File: config.mk
export PLATFORM = sky130hd
export DESIGN_NAME = uart_rx_fifo_flat
export DESIGN_NICKNAME = d
export VERILOG_FILES = /design/src/rtl/uart_pkg.sv /design/src/rtl/uart_rx_fifo_if.sv /design/src/rtl/uart_sync_fifo.sv /design/src/rtl/uart_rx_fifo.sv /design/src/flat_wrapper.sv
export SDC_FILE = /design/constraint.sdc
export NUM_CORES = 1
export LEC_CHECK = 0
export ABC_AREA = 0
export CORE_UTILIZATION = 55
export CTS_CLUSTER_DIAMETER = 80
export CTS_CLUSTER_SIZE = 20
export DETAILED_ROUTE_END_ITERATION = 10
export PLACE_DENSITY_LB_ADDON = 0.15
export SYNTH_ARGS = -nofsm -noshare
export SYNTH_HDL_FRONTEND = slang
export SYNTH_SLANG_ARGS = --single-unit
export TNS_END_PERCENT = 5
File: constraint.sdc
create_clock -name clk -period 4.7 [get_ports clk]
set_clock_uncertainty 0.2 [all_clocks]
set_input_delay 0.94 -clock clk [delete_from_list [all_inputs] [get_ports clk]]
set_output_delay 0.94 -clock clk [all_outputs]
set_load 0.005 [all_outputs]
File: src/rtl/uart_pkg.sv
// Shared types and helpers for the UART receive path.
// Latency: n/a (types, constants and pure functions only).
// Backpressure: n/a.
package uart_pkg;

  // Receiver deframing states
  typedef enum logic [1:0] {
    ST_IDLE  = 2'd0,
    ST_START = 2'd1,
    ST_DATA  = 2'd2,
    ST_STOP  = 2'd3
  } rx_state_e;

  localparam int DEFAULT_OVERSAMPLE = 8;

  // Two-of-three vote used on the mid-bit samples
  function automatic logic maj3(input logic a, input logic b, input logic c);
    return (a & b) | (a & c) | (b & c);
  endfunction

  // Last value of the free-running oversample tick counter
  function automatic int calc_tick_top(input int clock, input int baud, input int os);
    return clock / (baud * os) - 1;
  endfunction

endpackage

File: src/rtl/uart_rx_fifo_if.sv
// Read-side bus of the buffered UART receiver (FWFT valid/read).
// Latency: a pop on rd_en && rd_valid updates rd_data/rd_valid on the next clk.
// Backpressure: consumer paces the FIFO with rd_en; rd_en while empty is ignored.
interface uart_rx_fifo_if;
  logic       rd_en;
  logic [7:0] rd_data;
  logic       rd_valid;

  modport master (output rd_data, output rd_valid, input rd_en);
  modport slave  (input rd_data, input rd_valid, output rd_en);
endinterface

File: src/rtl/uart_sync_fifo.sv
// Generic first-word-fall-through synchronous FIFO with occupancy count.
// Latency: pushed word is visible at the head 1 clk after the push.
// Backpressure: push while full is dropped unless a pop happens the same cycle.
module uart_sync_fifo #(
  parameter int WIDTH = 8,
  parameter int AW    = 4
) (
  input  logic             clk,
  input  logic             n_reset,
  input  logic             i_push,
  input  logic [WIDTH-1:0] i_dat,
  input  logic             i_pop,
  output logic [WIDTH-1:0] o_dat,
  output logic             o_full,
  output logic             o_empty,
  output logic [AW:0]      o_count
);
  localparam int DEPTH = 1 << AW;

  logic [WIDTH-1:0] r_mem [DEPTH];
  logic [AW-1:0]    r_wptr;
  logic [AW-1:0]    r_rptr;
  logic [AW:0]      r_count;
  logic             w_do_push;
  logic             w_do_pop;

  assign o_full    = (r_count == (AW+1)'(DEPTH));
  assign o_empty   = (r_count == '0);
  assign o_count   = r_count;
  assign w_do_pop  = i_pop & ~o_empty;
  // A pop frees the slot the write lands in, so a full FIFO can still accept.
  assign w_do_push = i_push & (~o_full | w_do_pop);
  // Head is forced to zero while empty so the read bus is clean at reset.
  assign o_dat     = o_empty ? '0 : r_mem[r_rptr];

  // Storage write; contents need no reset because the count gates visibility
  always_ff @(posedge clk) begin
    if (w_do_push) r_mem[r_wptr] <= i_dat;
  end

  // Pointer and occupancy bookkeeping
  always_ff @(posedge clk) begin
    if (!n_reset) begin
      r_wptr  <= '0;
      r_rptr  <= '0;
      r_count <= '0;
    end else begin
      if (w_do_push) r_wptr <= r_wptr + AW'(1);
      if (w_do_pop)  r_rptr <= r_rptr + AW'(1);
      case ({w_do_push, w_do_pop})
        2'b10:   r_count <= r_count + (AW+1)'(1);
        2'b01:   r_count <= r_count - (AW+1)'(1);
        default: r_count <= r_count;
      endcase
    end
  end
endmodule

File: src/rtl/uart_rx_fifo.sv
// 8N1 UART receiver with mid-bit majority sampling feeding an FWFT byte FIFO.
// Latency: byte appears on rd_valid/rd_data 1 clk after the stop-bit decision tick.
// Backpressure: none on the line; a good byte arriving to a full FIFO is dropped and flagged.
module uart_rx_fifo
  import uart_pkg::*;
#(
  parameter int CLOCK      = 12000000,
  parameter int BAUDRATE   = 9600,
  parameter int OVERSAMPLE = DEFAULT_OVERSAMPLE,
  parameter int FIFO_DEPTH = 16,
  parameter int FIFO_AW    = 4
) (
  input  logic             clk,
  input  logic             n_reset,
  input  logic             rx_pin,
  uart_rx_fifo_if.master   rd_bus,
  output logic [FIFO_AW:0] fifo_count,
  output logic             framing_err,
  output logic             overrun_err,
  input  logic             err_clear,
  output logic             busy
);
  localparam int TICK_TOP = calc_tick_top(CLOCK, BAUDRATE, OVERSAMPLE);
  localparam int TICK_W   = (TICK_TOP > 0) ? $clog2(TICK_TOP + 1) : 1;
  localparam int S_W      = $clog2(OVERSAMPLE);
  localparam int MID      = OVERSAMPLE / 2;
  localparam logic [TICK_W-1:0] TICK_TOP_V = TICK_W'(TICK_TOP);
  localparam logic [S_W-1:0]    S_LO   = S_W'(MID - 1);
  localparam logic [S_W-1:0]    S_MID  = S_W'(MID);
  localparam logic [S_W-1:0]    S_HI   = S_W'(MID + 1);
  localparam logic [S_W-1:0]    S_LAST = S_W'(OVERSAMPLE - 1);

  logic              r_sync1, r_sync2;
  logic              r_prev;
  logic              r_armed;
  logic [TICK_W-1:0] r_tick_cnt;
  rx_state_e         r_state, w_state_nxt;
  logic [S_W-1:0]    r_s, w_s_nxt, w_s_inc;
  logic [2:0]        r_bit_idx, w_bit_idx_nxt;
  logic [7:0]        r_data, w_data_nxt;
  logic [2:0]        r_smp;
  logic              r_framing, r_overrun;
  logic              w_rx_s, w_tick, w_maj;
  logic              w_push, w_pop, w_set_fe, w_set_oe;
  logic              w_full, w_empty;

  assign w_rx_s  = r_sync2;
  assign w_tick  = (r_tick_cnt == TICK_TOP_V);
  assign w_s_inc = (r_s == S_LAST) ? '0 : r_s + S_W'(1);
  // The stop decision is taken on the third sample's own tick, so use it live there.
  assign w_maj   = maj3(r_smp[0], r_smp[1], (r_s == S_HI) ? w_rx_s : r_smp[2]);
  assign w_pop   = rd_bus.rd_en & rd_bus.rd_valid;

  assign rd_bus.rd_valid = ~w_empty;
  assign framing_err     = r_framing;
  assign overrun_err     = r_overrun;
  assign busy            = (r_state != ST_IDLE);

  // Two-flop synchroniser, tick-rate previous sample, and re-arm after reset
  always_ff @(posedge clk) begin
    if (!n_reset) begin
      r_sync1 <= 1'b1;
      r_sync2 <= 1'b1;
      r_prev  <= 1'b1;
      r_armed <= 1'b0;
    end else begin
      r_sync1 <= rx_pin;
      r_sync2 <= r_sync1;
      if (w_tick) begin
        r_prev <= w_rx_s;
        if (w_rx_s) r_armed <= 1'b1;
      end
    end
  end

  // Free-running oversample tick divider
  always_ff @(posedge clk) begin
    if (!n_reset) r_tick_cnt <= '0;
    else          r_tick_cnt <= w_tick ? '0 : r_tick_cnt + TICK_W'(1);
  end

  // Capture the three mid-bit samples of the current bit
  always_ff @(posedge clk) begin
    if (!n_reset) begin
      r_smp <= 3'b111;
    end else if (w_tick && r_state != ST_IDLE) begin
      if (r_s == S_LO)  r_smp[0] <= w_rx_s;
      if (r_s == S_MID) r_smp[1] <= w_rx_s;
      if (r_s == S_HI)  r_smp[2] <= w_rx_s;
    end
  end

  // Deframer state register
  always_ff @(posedge clk) begin
    if (!n_reset) begin
      r_state   <= ST_IDLE;
      r_s       <= '0;
      r_bit_idx <= '0;
      r_data    <= '0;
    end else begin
      r_state   <= w_state_nxt;
      r_s       <= w_s_nxt;
      r_bit_idx <= w_bit_idx_nxt;
      r_data    <= w_data_nxt;
    end
  end

  // Deframer next state, data shift and push/error decisions
  always_comb begin
    w_state_nxt   = r_state;
    w_s_nxt       = r_s;
    w_bit_idx_nxt = r_bit_idx;
    w_data_nxt    = r_data;
    w_push        = 1'b0;
    w_set_fe      = 1'b0;
    w_set_oe      = 1'b0;
    if (w_tick) begin
      case (r_state)
        ST_IDLE: begin
          w_s_nxt = '0;
          // Only a falling edge starts a frame; a line stuck low stays idle.
          if (r_armed && r_prev && !w_rx_s) begin
            w_state_nxt = ST_START;
            w_s_nxt     = S_W'(1);
          end
        end
        ST_START: begin
          w_s_nxt = w_s_inc;
          if (r_s == S_LAST) begin
            if (w_maj) begin
              w_state_nxt = ST_IDLE;
            end else begin
              w_state_nxt   = ST_DATA;
              w_bit_idx_nxt = '0;
            end
          end
        end
        ST_DATA: begin
          w_s_nxt = w_s_inc;
          if (r_s == S_LAST) begin
            w_data_nxt = {w_maj, r_data[7:1]};
            if (r_bit_idx == 3'd7) w_state_nxt = ST_STOP;
            else                   w_bit_idx_nxt = r_bit_idx + 3'd1;
          end
        end
        ST_STOP: begin
          w_s_nxt = w_s_inc;
          // Decide early in the stop bit so a back-to-back start edge is not missed.
          if (r_s == S_HI) begin
            w_state_nxt = ST_IDLE;
            if (!w_maj)                w_set_fe = 1'b1;
            else if (!w_full || w_pop) w_push   = 1'b1;
            else                       w_set_oe = 1'b1;
          end
        end
        default: w_state_nxt = ST_IDLE;
      endcase
    end
  end

  // Sticky error flags; a new error in the clearing cycle wins
  always_ff @(posedge clk) begin
    if (!n_reset) begin
      r_framing <= 1'b0;
      r_overrun <= 1'b0;
    end else begin
      r_framing <= w_set_fe | (r_framing & ~err_clear);
      r_overrun <= w_set_oe | (r_overrun & ~err_clear);
    end
  end

  uart_sync_fifo #(
    .WIDTH (8),
    .AW    ($clog2(FIFO_DEPTH))
  ) u_fifo (
    .clk     (clk),
    .n_reset (n_reset),
    .i_push  (w_push),
    .i_dat   (r_data),
    .i_pop   (w_pop),
    .o_dat   (rd_bus.rd_data),
    .o_full  (w_full),
    .o_empty (w_empty),
    .o_count (fifo_count)
  );
endmodule

File: src/flat_wrapper.sv
// flat-port wrapper written by rule: the top's interface ports become plain ports
module uart_rx_fifo_flat import uart_pkg::*;
#(
  parameter int CLOCK      = 12000000,
  parameter int BAUDRATE   = 9600,
  parameter int OVERSAMPLE = DEFAULT_OVERSAMPLE,
  parameter int FIFO_DEPTH = 16,
  parameter int FIFO_AW    = 4
)
  (clk, n_reset, rx_pin, fifo_count, framing_err, overrun_err, err_clear, busy, rd_bus_rd_data, rd_bus_rd_valid, rd_bus_rd_en);
  uart_rx_fifo_if rd_bus_i ();
  input  logic clk;
  input  logic n_reset;
  input  logic rx_pin;
  output logic [FIFO_AW:0] fifo_count;
  output logic framing_err;
  output logic overrun_err;
  input  logic err_clear;
  output logic busy;
  output wire logic [$bits(rd_bus_i.rd_data)-1:0] rd_bus_rd_data;
  output wire logic [$bits(rd_bus_i.rd_valid)-1:0] rd_bus_rd_valid;
  input wire logic [$bits(rd_bus_i.rd_en)-1:0] rd_bus_rd_en;
  assign rd_bus_rd_data = rd_bus_i.rd_data;
  assign rd_bus_rd_valid = rd_bus_i.rd_valid;
  assign rd_bus_i.rd_en = rd_bus_rd_en;
  uart_rx_fifo #(.CLOCK(CLOCK), .BAUDRATE(BAUDRATE), .OVERSAMPLE(OVERSAMPLE), .FIFO_DEPTH(FIFO_DEPTH), .FIFO_AW(FIFO_AW)) u_core (.clk(clk), .n_reset(n_reset), .rx_pin(rx_pin), .rd_bus(rd_bus_i), .fifo_count(fifo_count), .framing_err(framing_err), .overrun_err(overrun_err), .err_clear(err_clear), .busy(busy));
endmodule
Yosys cells after proc, flatten, opt, wreduce, memory -nomap -nowiden
Memories as Yosys holds them, arrays and structs flattened. A register that Yosys moved wholly into a read port is not among the register bits.
Index checks and enable logic that the tools add are counted.
{ "classes": {"shift": 0, "reduce_logical": 19, "muxes": 36, "multipliers": 0, "n_lt_le_gt_ge": 0, "n_bitwise": 17, "n_addsub": 7, "n_eq_ne": 19, "div_mod_pow": 0} }
{ "op_table": {"columns": ["op", "n"], "rows": [
  ["two-way mux 1 bit", 18],
  ["two-way mux 3 bit", 5],
  ["equality test 3 bit, second input constant", 4],
  ["two-way mux 2 bit", 6],
  ["one-hot mux 3 bit (2 select lines)", 2],
  ["AND reduction 6 bit", 2],
  ["inequality test 2 x 1 -> 1 bit, second input constant", 5],
  ["one-hot mux 5 bit (2 select lines)", 1],
  ["adder 4 x 1 -> 4 bit, second input constant", 2],
  ["adder 8 x 1 -> 8 bit, second input constant", 1],
  ["bitwise AND 1 bit", 8],
  ["equality test 8 bit, second input constant", 1],
  ["two-way mux 4 bit", 2],
  ["two-way mux 8 bit", 1],
  ["one-hot mux 2 bit (4 select lines)", 1],
  ["adder 3 x 1 -> 3 bit, second input constant", 2],
  ["equality test 2 bit, second input constant", 3],
  ["AND reduction 2 bit", 3],
  ["nonzero test 2 bit", 3],
  ["adder 5 x 1 -> 5 bit, second input constant", 1],
  ["equality test 5 bit, second input constant", 1],
  ["logical NOT 5 bit", 1],
  ["bitwise OR 1 bit", 5],
  ["subtractor 5 x 1 -> 5 bit, second input constant", 1],
  ["11 further kinds", 19]
]} }
{ "totals": {"rom_bits": 0, "ramBits": 128, "input_bits": 5, "latchBits": 0, "elab_cells": 116, "out_inout_bits": 17, "regBits": 46, "mem_count": 1} }
{ "memory_table": {"columns": ["memory", "words", "width", "read_ports", "rd_clocked_by_memory_dff", "wr", "line", "rtl"], "rows": [
  ["u_core.u_fifo.r_mem", 16, 8, 1, 1, 1, "uart_sync_fifo.sv:20", "logic [WIDTH-1:0] r_mem [DEPTH];"]
]} }

Logic depth before layout (Yosys ltp)
{ "depth": {"ltp_word": 12, "ltp_mapped": 15, "mapped_depth_nobuf": 13} }

By module
A second synthesis with hierarchy kept.
{ "hier_totals": {"hier_cells": 503, "hier_area_um2": 7574.8} }
{ "by_module_without_submodules": {"columns": ["mod", "n_inst", "cells_each", "area_each_um2"], "rows": [
  ["uart_sync_fifo", 1, 330, 5995.8],
  ["uart_rx_fifo", 1, 173, 1579.0]
]} }

Worst setup path after synthesis
Ideal clock, no wire load.
{ "synth_path": {"path_kind": "input to register", "from": "in rd_bus_rd_en", "to": "reg u_core.u_fifo.r_count[2] (netlist: u_core.u_fifo.o_count[2])", "setup_slack_ns": 1.494, "path_stages": 13, "n_path_buf": 2, "arrival_ns": 2.935, "path_cell_list": "nand2b_1 > o21ai_4 > nor2_4 > buf_6 > inv_1 > ha_1 > clkbuf_1 > xor2_1 > ha_1 > a21oi_1 > xnor2_1 > or3_1 > a21oi_1"} }
{ "synth_between": {"elab_chain_len": 10, "word_cells_on_any_way": 14} }
{ "synth_lines": {"columns": ["item", "line", "rtl"], "rows": [
  ["start, declared", "flat_wrapper.sv:22", "input wire logic [$bits(rd_bus_i.rd_en)-1:0] rd_bus_rd_en;"],
  ["bitwise AND 1 bit *", "uart_rx_fifo.sv:52", "assign w_pop = rd_bus.rd_en & rd_bus.rd_valid;"],
  ["logical OR 1 bit", "uart_rx_fifo.sv:152", "else if (!w_full || w_pop) w_push = 1'b1;"],
  ["two-way mux 1 bit", "uart_rx_fifo.sv:152", null],
  ["two-way mux 1 bit", "uart_rx_fifo.sv:151", "if (!w_maj) w_set_fe = 1'b1;"],
  ["two-way mux 1 bit", "uart_rx_fifo.sv:149", "if (r_s == S_HI) begin"],
  ["two-way mux 1 bit", "uart_rx_fifo.sv:118", "case (r_state)"],
  ["two-way mux 1 bit", "uart_rx_fifo.sv:117", "if (w_tick) begin"],
  ["bitwise AND 1 bit", "uart_sync_fifo.sv:32", "assign w_do_push = i_push & (~o_full | w_do_pop);"],
  ["equality test 2 x 1 -> 1 bit / equality test 2 bit (equally long branches)", "uart_sync_fifo.sv:50", "case ({w_do_push, w_do_pop})"],
  ["one-hot mux 5 bit (2 select lines) / nonzero test 2 bit (equally long branches)", null, null],
  ["end signal, assigned", "uart_sync_fifo.sv:51", "2'b10: r_count <= r_count + (AW+1)'(1);"],
  ["end signal, assigned", "uart_sync_fifo.sv:52", "2'b01: r_count <= r_count - (AW+1)'(1);"],
  ["end signal, assigned", "uart_sync_fifo.sv:53", "default: r_count <= r_count;"],
  ["end, declared", "uart_sync_fifo.sv:23", "logic [AW:0] r_count;"]
]} }
Every way passes the cells marked *; elsewhere a longest branch is shown, timed or not.
A chain may end at the register's enable or synchronous reset.

Worst setup path after layout
{ "layout_path": {"from": "reg u_core.u_fifo.r_count[2] (netlist: u_core.u_fifo.o_count[2])", "to": "out rd_bus_rd_data[5]"} }
{ "layout_between": {"elab_chain_len": 2} }
{ "layout_lines": {"columns": ["item", "line", "rtl"], "rows": [
  ["logical NOT 5 bit", "uart_sync_fifo.sv:28", "assign o_empty = (r_count == '0);"],
  ["two-way mux 8 bit", "uart_sync_fifo.sv:34", "assign o_dat = o_empty ? '0 : r_mem[r_rptr];"],
  ["end, declared", "flat_wrapper.sv:20", "output wire logic [$bits(rd_bus_i.rd_data)-1:0] rd_bus_rd_data;"]
]} }
Every way passes these cells.

==> results.md <==
* Outcome: complete, no violations
* RSZ-0062 raised after global routing: no
* Share of layout cells above drive strength 1 at 15.6%
* Initial antenna violation count at 0
* Worst vdd ir at 0.248 mV
* Rows at 42
* TritonCTS buffer count at 17
* Detailed Route WL at 14500 um
* Die Width at 119 um
* Die Y at 119 um
* Largest net degree at the start of global routing at 33
* Class of the worst hold path: flip-flop to flip-flop
* Relative slew slack at 51.0%
* Clk slew on worst S/H paths at 0.06 ns
* Ys Warns at 0
* TritonCTS clock tree: built
* Post-DP HPWL at 9190 um
* Power Density at 367 nW/um2
* Reg2reg end: u_core.u_fifo.o_count[4]$_SDFFE_PN0P_
* Initial drt markers at 413
* Post-CTS sizing at 0
* Critical Path RT at 3.56 ns
* Arrival time worst endpoint at 2.67 ns
* Placed Area at 7920 um2
* RD Place Congestion at 0.827
* Reg2Reg Depth at 12
* Fmax achieved at 262 MHz
* Seq/Total Area, Yosys at 64.4%
* Total global routing overflow at 0
* Router iterations before antenna repair at 5
* Main synth FF type: edfxtp_1
* Slew Viols, Final at 0
* Final design utilization at 64.1%
* Post-synth cell types at 59
* Io pins at 22
* Commonest cells post-synth: 128 x edfxtp_1, 50 x dfxtp_1, 33 x mux2i_1
* DR vias/cell at 6.02
* Avg Inst Size Synth at 15.5 um2
* First-pass GRT wire length at 23100 um
* Number of register bits inferred by synthesis at 178
* Area of the multi-input gates at 2510 um2
* Postcts setup bufs at 0
* Area Overhead vs Synth at 13.3%
* DR vias at 4224
* FF+latch area at 4850 um2
* Critical Path Fanout Max at 11
* Most frequent cell after synthesis: edfxtp_1
* Core Footprint at 13300 um2
* # clock sinks at 178
* Pwr Total at 3.13 mW
* Synth async-reset ratio at 0%
* Clk buf depth at 2
* Post-route ant nets at 0
* Finished Cell Area at 8520 um2
* Routed length per placed instance at 20.6 um
* Synth top area share at 51.1%
* Worst R2R Setup Slack at 1.45 ns
* Skew-Pair Late Insertion Delay at 0.42 ns
* Diode count at 0
* Post-synth EDFFs at 128
* Syn_nets at 513
* Crit path time final at 3.81 ns
* Dominant cell type by area after synthesis: edfxtp_1
* Slew at the pin closest to its max-slew limit at 0.735 ns
* Synth Instances at 487
* Leakage at 2.91 nW
* Final hold viol count at 0
* Crit path launch type: flip-flop
* CTS Hold Bufs at 0
* Final setup fails at 0
* Layout net count at 539
* Die area at 14200 um2
* FF-to-FF Start: u_core.r_tick_cnt[0]$_SDFF_PP0_
* Hold slack at 0.209 ns
* CP Class: flip-flop to output port
* Synth Cell Area at 7520 um2
* Beginning of the critical path: u_core.u_fifo.o_count[2]$_SDFFE_PN0P_
* Fill cells at 974
* Final Cycle Share at 81.1%
* I/O Buffers at 21
* # H-tree levels at 4
* Critical Path Sink: rd_bus_rd_data[5]
* Total Routing Usage GR at 22.3%
* Max-cap viol count at 0
* Final setup TNS at 0 ns
* Area contributors post-synth: edfxtp_1 51%, dfxtp_1 13%, mux4_2 9.6%
* CP endpoint kind: output port
* Starting Density at 56.6%
* Vias in the first global route at 4250
* DRC Markers at 0
* CTS root buf: clkbuf_16
power by group:
group / internal (mW) / total (mW) / leakage, nW / switching [mW]
sequential: 1.66 / 1.67 / 1.63 / 0.00429
combinational: 0.0175 / 0.0438 / 0.989 / 0.0263
clock: 0.845 / 1.42 / 0.293 / 0.576
layout make-up:
class                           instances  area share (%)
Multi-Input combinational cell        270            29.4
Clock inverter                         12            1.48
Timing Repair Buffer                   29            3.32
Sequential cell                       178            56.8
Clock buffer                           20            5.62
Tap cell                              176            2.58
Inverter                               17           0.749
cell usage in the layout (no fill, tap or decap), drive strengths merged, types with 10 or more instances in the layout:
cell,Yosys,routed
clkbuf,13,20
mux4,32,32
dfxtp,50,50
inv,17,19
mux2i,33,33
nor2,28,28
ha,21,21
o22ai,10,10
nand3,12,12
nand2,20,20
edfxtp,128,128
clkdlybuf4s50,0,21
worst min-delay path by stage:
| stage | startpoint | to | slack, ns | depth (start not counted) |
|---|---|---|---|---|
| finish | u_core.r_sync1$_SDFF_PN1_ | u_core.r_sync2$_SDFF_PN1_ | 0.21 | 1 |
| global route | u_core.r_sync1$_SDFF_PN1_ | u_core.r_sync2$_SDFF_PN1_ | 0.23 | 1 |
| CTS | u_core.r_sync1$_SDFF_PN1_ | u_core.r_sync2$_SDFF_PN1_ | 0.21 | 1 |
| detailed placement | u_core.r_sync1$_SDFF_PN1_ | u_core.r_sync2$_SDFF_PN1_ | 0.20 | 1 |
| global placement | u_core.r_sync1$_SDFF_PN1_ | u_core.r_sync2$_SDFF_PN1_ | 0.19 | 1 |
| floorplan | u_core.r_sync1$_SDFF_PN1_ | u_core.r_sync2$_SDFF_PN1_ | 0.19 | 1 |
routing by layer:
metal,global-route usage [%],share of wire [%],vias to the layer above
met5,0,0,-
li1,-,-,1948
met2,36.1,49,130
met4,8.54,1.4,0
met3,4.55,5.4,15
met1,29.9,44,2131
cells by family (layout without fill, tap and decap cells):
kind of cell | Yosys count | count (layout) | share of synthesized area [%]
DFF | 178 | 178 | 64.4
xor gates and xnor gates | 12 | 12 | 1.40
adders and majority gates | 22 | 22 | 3.62
AOI/OAI and AO/OA | 52 | 52 | 4.77
buffers and inverters | 39 | 78 | 2.31
and+or+nand+nor | 119 | 119 | 9.54
muxes | 65 | 65 | 14.0
sequential cells by signal, summed over array words and instances (netlist names), 3 cells and up, named ones only:
signal and count:
u_core.r_s 3, u_core.r_bit_idx 3, u_core.u_fifo.o_count 5, u_core.r_smp 3, u_core.r_data 8, u_core.r_tick_cnt 8, u_core.u_fifo.r_mem 128, u_core.u_fifo.r_rptr 4
u_core.u_fifo.r_wptr 4
worst max-delay path: stages (launching register included):
cell and delay (ns):
dfxtp_1 0.41, or4_4 0.58, nand2b_1 0.28, nand2b_1 0.30, o22ai_1 0.20, clkdlybuf4s50_1 0.48
stage by stage:
stage,setup slack (ns),std cells
after floorplan,1.49,487
after global placement,0.962,670
after detailed placement,0.831,670
after CTS,0.868,702
after global routing,0.781,702
final,0.886,702
Power figures use the tool's default switching activity.
